**src/rtl/rx_serial_7e1_pkg.sv**
```systemverilog
// rx_serial_7e1_pkg: shared state codes, default timing and parity helper for the 7E1 serial link
package rx_serial_7e1_pkg;
  localparam int M_PADRAO = 5208;
  localparam int M_MEIO_PADRAO = 2604;
  typedef enum logic [3:0] {
    INICIAL  = 4'd0,
    REPOUSO  = 4'd1,
    START    = 4'd2,
    DADOS    = 4'd3,
    PARIDADE = 4'd4,
    STOP     = 4'd5,
    FINAL    = 4'd6
  } estado_t;
  function automatic logic paridade_par_ok(input logic [6:0] d, input logic p);
    return ~(^{d, p});
  endfunction
endpackage

```
**src/rtl/rx_serial_7e1_contador_m.sv**
```systemverilog
// contador_m: modulo-M counter with clear/enable and end-of-count strobe
module contador_m #(
  parameter int M = 5208,
  parameter int N = 13
) (
  input  logic         clock,
  input  logic         zera_i,
  input  logic         conta_i,
  output logic [N-1:0] q_o,
  output logic         fim_o
);
  assign fim_o = q_o == N'(M - 1);
  // count up, wrapping to zero at the terminal count
  always_ff @(posedge clock)
    if (zera_i) q_o <= '0;
    else if (conta_i) q_o <= fim_o ? '0 : q_o + 1'b1;
endmodule

```
**src/rtl/rx_serial_7e1.sv**
```systemverilog
// rx_serial_7e1: 7E1 asynchronous serial receiver with parity and framing status
module rx_serial_7e1
  import rx_serial_7e1_pkg::*;
#(
  parameter int M      = M_PADRAO,
  parameter int M_MEIO = M_MEIO_PADRAO,
  parameter int N      = $clog2(M)
) (
  input  logic       clock,
  input  logic       reset,
  input  logic       dado_serial,
  input  logic       limpa,
  output logic [6:0] dados_ascii,
  output logic       paridade_ok,
  output logic       erro_stop,
  output logic       pronto,
  output logic       tem_dado,
  output logic [3:0] db_estado,
  output logic       db_tick,
  output logic       db_dado_serial
);
  estado_t estado_q;
  logic sinc1_q, rx_s, ant_q;
  logic [2:0] idx_q;
  logic [6:0] desl_q;
  logic par_q, stop_q;
  logic [N-1:0] cnt;
  logic fim, conta, tick;
  assign conta = estado_q inside {START, DADOS, PARIDADE, STOP};
  assign tick = (estado_q == START) ? cnt == N'(M_MEIO - 1) : conta & fim;
  assign db_tick = tick;
  assign db_dado_serial = rx_s;
  assign db_estado = estado_q;
  contador_m #(.M(M), .N(N)) u_cnt (
    .clock  (clock),
    .zera_i (reset | ~conta | (estado_q == START & tick)),
    .conta_i(conta),
    .q_o    (cnt),
    .fim_o  (fim)
  );
  // two-stage synchroniser plus a one-cycle history; the history resets low so
  // the synchroniser's reset value of 1 is never taken as a real idle line
  always_ff @(posedge clock)
    if (reset) {sinc1_q, rx_s, ant_q} <= 3'b110;
    else {sinc1_q, rx_s, ant_q} <= {dado_serial, sinc1_q, rx_s};
  // frame FSM with registered character and status outputs
  always_ff @(posedge clock)
    if (reset) begin
      estado_q <= INICIAL;
      idx_q <= '0;
      desl_q <= '0;
      par_q <= 1'b0;
      stop_q <= 1'b0;
      dados_ascii <= '0;
      paridade_ok <= 1'b0;
      erro_stop <= 1'b0;
      pronto <= 1'b0;
      tem_dado <= 1'b0;
    end else begin
      pronto <= 1'b0;
      if (limpa) tem_dado <= 1'b0;
      case (estado_q)
        INICIAL: if (rx_s & sinc1_q & ant_q) estado_q <= REPOUSO;
        REPOUSO: if (ant_q & ~rx_s) estado_q <= START;
        START: if (tick) begin
          idx_q <= '0;
          estado_q <= rx_s ? REPOUSO : DADOS;
        end
        DADOS: if (tick) begin
          desl_q <= {rx_s, desl_q[6:1]};
          idx_q <= idx_q + 3'd1;
          if (idx_q == 3'd6) estado_q <= PARIDADE;
        end
        PARIDADE: if (tick) begin
          par_q <= rx_s;
          estado_q <= STOP;
        end
        STOP: if (tick) begin
          stop_q <= rx_s;
          estado_q <= FINAL;
        end
        FINAL: begin
          dados_ascii <= desl_q;
          paridade_ok <= paridade_par_ok(desl_q, par_q);
          erro_stop <= ~stop_q;
          pronto <= 1'b1;
          tem_dado <= 1'b1;
          estado_q <= stop_q ? REPOUSO : INICIAL;
        end
        default: estado_q <= INICIAL;
      endcase
    end
endmodule

```
**config.mk**
```make
export PLATFORM = sky130hd
export DESIGN_NAME = rx_serial_7e1
export DESIGN_NICKNAME = d
export VERILOG_FILES = /design/src/rtl/rx_serial_7e1_pkg.sv /design/src/rtl/rx_serial_7e1_contador_m.sv /design/src/rtl/rx_serial_7e1.sv
export SDC_FILE = /design/constraint.sdc
export NUM_CORES = 1
export LEC_CHECK = 0
export BUFFER_PORTS_ARGS = -buffer_cell sky130_fd_sc_hd__clkbuf_2
export CAP_MARGIN = 40
export CORE_MARGIN = 3
export CORE_UTILIZATION = 61
export DETAILED_ROUTE_END_ITERATION = 6
export GPL_TIMING_DRIVEN = 0
export PLACE_DENSITY = 0.85
export SLEW_MARGIN = 25
export SYNTH_ARGS = -nofsm -noshare
export SYNTH_HDL_FRONTEND = slang
export SYNTH_HIERARCHICAL = 1
export SYNTH_SLANG_ARGS = --single-unit
```
**constraint.sdc**
```tcl
create_clock -name clock -period 6 [get_ports clock]
set_clock_uncertainty 0.05 [all_clocks]
set_input_delay 1.5 -clock clock [delete_from_list [all_inputs] [get_ports clock]]
set_output_delay 1.5 -clock clock [all_outputs]
set_load 0.02 [all_outputs]
```
==> metrics.yaml <==
status:
  outcome: "finished clean"
timing:
  hold-worst-slack_ns: 0.4120
  finalSetupTns_ns: 0
  drv_slew: 0
  period_minus_slack_ns: 4.103
  max_slew.worst_pin.slew_ns: 0.7344
  hold_viol: 0
  rsz0062_at_grt: "false"
  fmax_mhz: 243.7
  fin_crit_sh_pct: 68.38
  finalWorstSetupSlack_ns: 1.897
  setup_viol: 0
  slew_headroom_pct: 50.59
place:
  place_ws_ns: 2.339
  dp.cells: 263
  placed_area_mm2: 0.002026
  dpl.hpwl_mm: 2.428
  io_buffers: 19
  gp_congestion: 0.8256
synthesis:
  synth_area_per_cell_um2: 8.906
  synth.most_common_cell: "dfxtp_1"
  yosysWarningCount: 6
  synth.area.top_cells: "dfxtp_1 (45%), xnor2_1 (7.4%), nor2_1 (6.0%)"
  syn_nets: 219
  synth.top_cells.by_count: "dfxtp_1 (42), nor2_1 (30), nand2_1 (23)"
  synth_edf_count: 0
  syn_inst: 212
  ys_seq_area_share_pct: 44.53
  synth_ff_type: "dfxtp_1"
  synth_top_area_share_pct: 44.53
  synth_cell_types: 40
  yosys.area.top_type: "dfxtp_1"
  syn-cell-area_mm2: 0.001888
  synth-seq-cells: 42
  async_flop_share_pct: 0
layout:
  drive_above_1_share_pct: 14.17
  fin_nets: 246
  finalNonFillerCells: 271
  design_area_mm2: 0.002105
  area_growth_syn_to_layout_pct: 11.46
  final_util_pct: 73.77
  diodes: 0
floorplanning:
  ios: 21
  dieWidth_um: 61.64
  rows: 19
  dieArea_mm2: 0.003799
  start_util_pct: 66.18
  core_mm2: 0.002853
  die_h_um: 61.64
clock_tree:
  cts_tree: "built"
  cts_buffer_depth: 2
  cts_sinks: 42
  htreeDepth: 2
  root_buffer: "clkbuf_4"
  clkTransAtPathRegs_ns: 0.12
  ctsHoldBuffers: 0
  cts_resized: 0
  insertion_delay_ns: 0.35
  cts_buffers: 5
  cts_setup_buffers: 0
setup_path:
  worstPathCellList: "or4b_1 > nor4_1 > buf_1 > o21ai_0 > o21ai_0 > clkbuf_2"
  crit_fanout: 7
  startpoint_type: "flip-flop"
  path_class: "reg -> out"
  slowest_delay_ns: 0.64
  crit_path_top_delay_cell: "nor4_1"
  rr_endpoint: "idx_q[2]$_SDFFE_PP0P_"
  cp-end-kind: "primary output"
  path_depth: 6
  cp.arrival_ns: 2.55
  path_delay_family: "simple AND/OR/NAND/NOR gates"
  r2r_setup_slack_ns: 3.25
  crit_path_start: "u_cnt/q_o[6]$_SDFFE_PP0P_"
  critPathBufInv: 2
  path_common_cell: "o21ai_0"
  r2r_start: "u_cnt/q_o[6]$_SDFFE_PP0P_"
  worstPathRequired_ns: 4.45
  endpoint: "db_tick"
  ff2ff_path_depth: 7
drt:
  wl_met2_mm: 1.587
  highest-signal-layer: "met4"
  vias: 1515
  routed_wl_mm: 3.345
  wire_per_inst_um: 12.34
  wl_met1_mm: 1.552
  drt_pass1_iterations: 5
  met3_length_um: 128
  drt_iter0_markers: 79
  vias_per_cell: 5.590
  drcViolationCount: 0
  postRouteAntennaNets: 0
power_and_ir_drop:
  finalPower_uw: 497.6
  peakVddDrop_mv: 0.2131
  p_per_area_mw_per_mm2: 236.4
  power_leakage_nw: 0.7895
global_route:
  overflow: 0
  grt_pass1_vias: 1393
  antenna_found_initial: 0
  grt_max_degree: 14
  grt_pass1_wl_mm: 5.740
  grt.total_usage_pct: 20.49
flow_run:
  max-cap-violations: 0
worst_hold_path:
  hp-class: "reg -> reg"
-- layout by cell type, fill, tap and decap left out, types with 3 or more instances in the layout --
master and n:
ha_1 3, dfxtp_1 42, clkbuf_4 5, nor4_1 4, nand2_1 23, nand3_1 7, nand2b_1 6, mux2i_1 11
xor2_1 4, nor2b_1 3, nor2_1 30, inv_1 4, a21oi_1 12, xnor2_1 16, clkbuf_1 8, nor3_1 6
clkbuf_2 19, nand4_1 3
-- worst min-delay path by stage --
stage,from,to,slack (ns),cells after the start
after floorplan,sinc1_q$_SDFF_PP1_,db_dado_serial$_SDFF_PP1_,0.36,1
after global placement,sinc1_q$_SDFF_PP1_,db_dado_serial$_SDFF_PP1_,0.38,1
after detailed placement,sinc1_q$_SDFF_PP1_,db_dado_serial$_SDFF_PP1_,0.38,1
after CTS,sinc1_q$_SDFF_PP1_,db_dado_serial$_SDFF_PP1_,0.41,1
after global routing,sinc1_q$_SDFF_PP1_,db_dado_serial$_SDFF_PP1_,0.45,1
final,sinc1_q$_SDFF_PP1_,db_dado_serial$_SDFF_PP1_,0.41,1
-- kinds of logic (layout without fill, tap and decap cells) --
family	Yosys count	after routing	synth area share, %
and+or+nand+nor	98	98	26.71
DFF	42	42	44.53
xor gates and xnor gates	20	20	9.277
muxes	12	12	6.428
buffers and inverters	14	42	3.380
other	1	1	0.1986
AOI/OAI and AO/OA	22	22	7.489
adders and majority gates	3	3	1.988
-- where the power goes --
part | internal [mW] | switching (mW) | leakage [nW]
logic | 0.0141 | 0.0216 | 0.412
registers | 0.282 | 0.00185 | 0.339
clock network | 0.0879 | 0.0902 | 0.0385
total | 0.384 | 0.114 | 0.790
-- layer usage --
metal	vias to the layer above	global-route usage, %
met4	0	10.61
met5	-	0
met1	697	23.79
li1	780	-
met2	27	33.48
met3	11	6.709
-- state kept, by name (all words and copies together) (netlist names) --
signal          count
sinc1_q             1
desl_q              7
db_dado_serial      1
db_estado           3
idx_q               3
stop_q              1
paridade_ok         1
pronto              1
u_cnt/q_o          13
dados_ascii         7
par_q               1
tem_dado            1
erro_stop           1
ant_q               1
-- final cells by class --
cell class	instances	area (um^2)
clock buffers	6	41.29
multi-input cells	156	983.4
fillers	212	748.2
well taps	31	38.79
inverters	4	15.01
clock inverters	2	37.54
flip-flops and latches	42	840.8
plain buffers	10	48.80
repair buffers	20	98.84
Power figures use the tool's default switching activity.
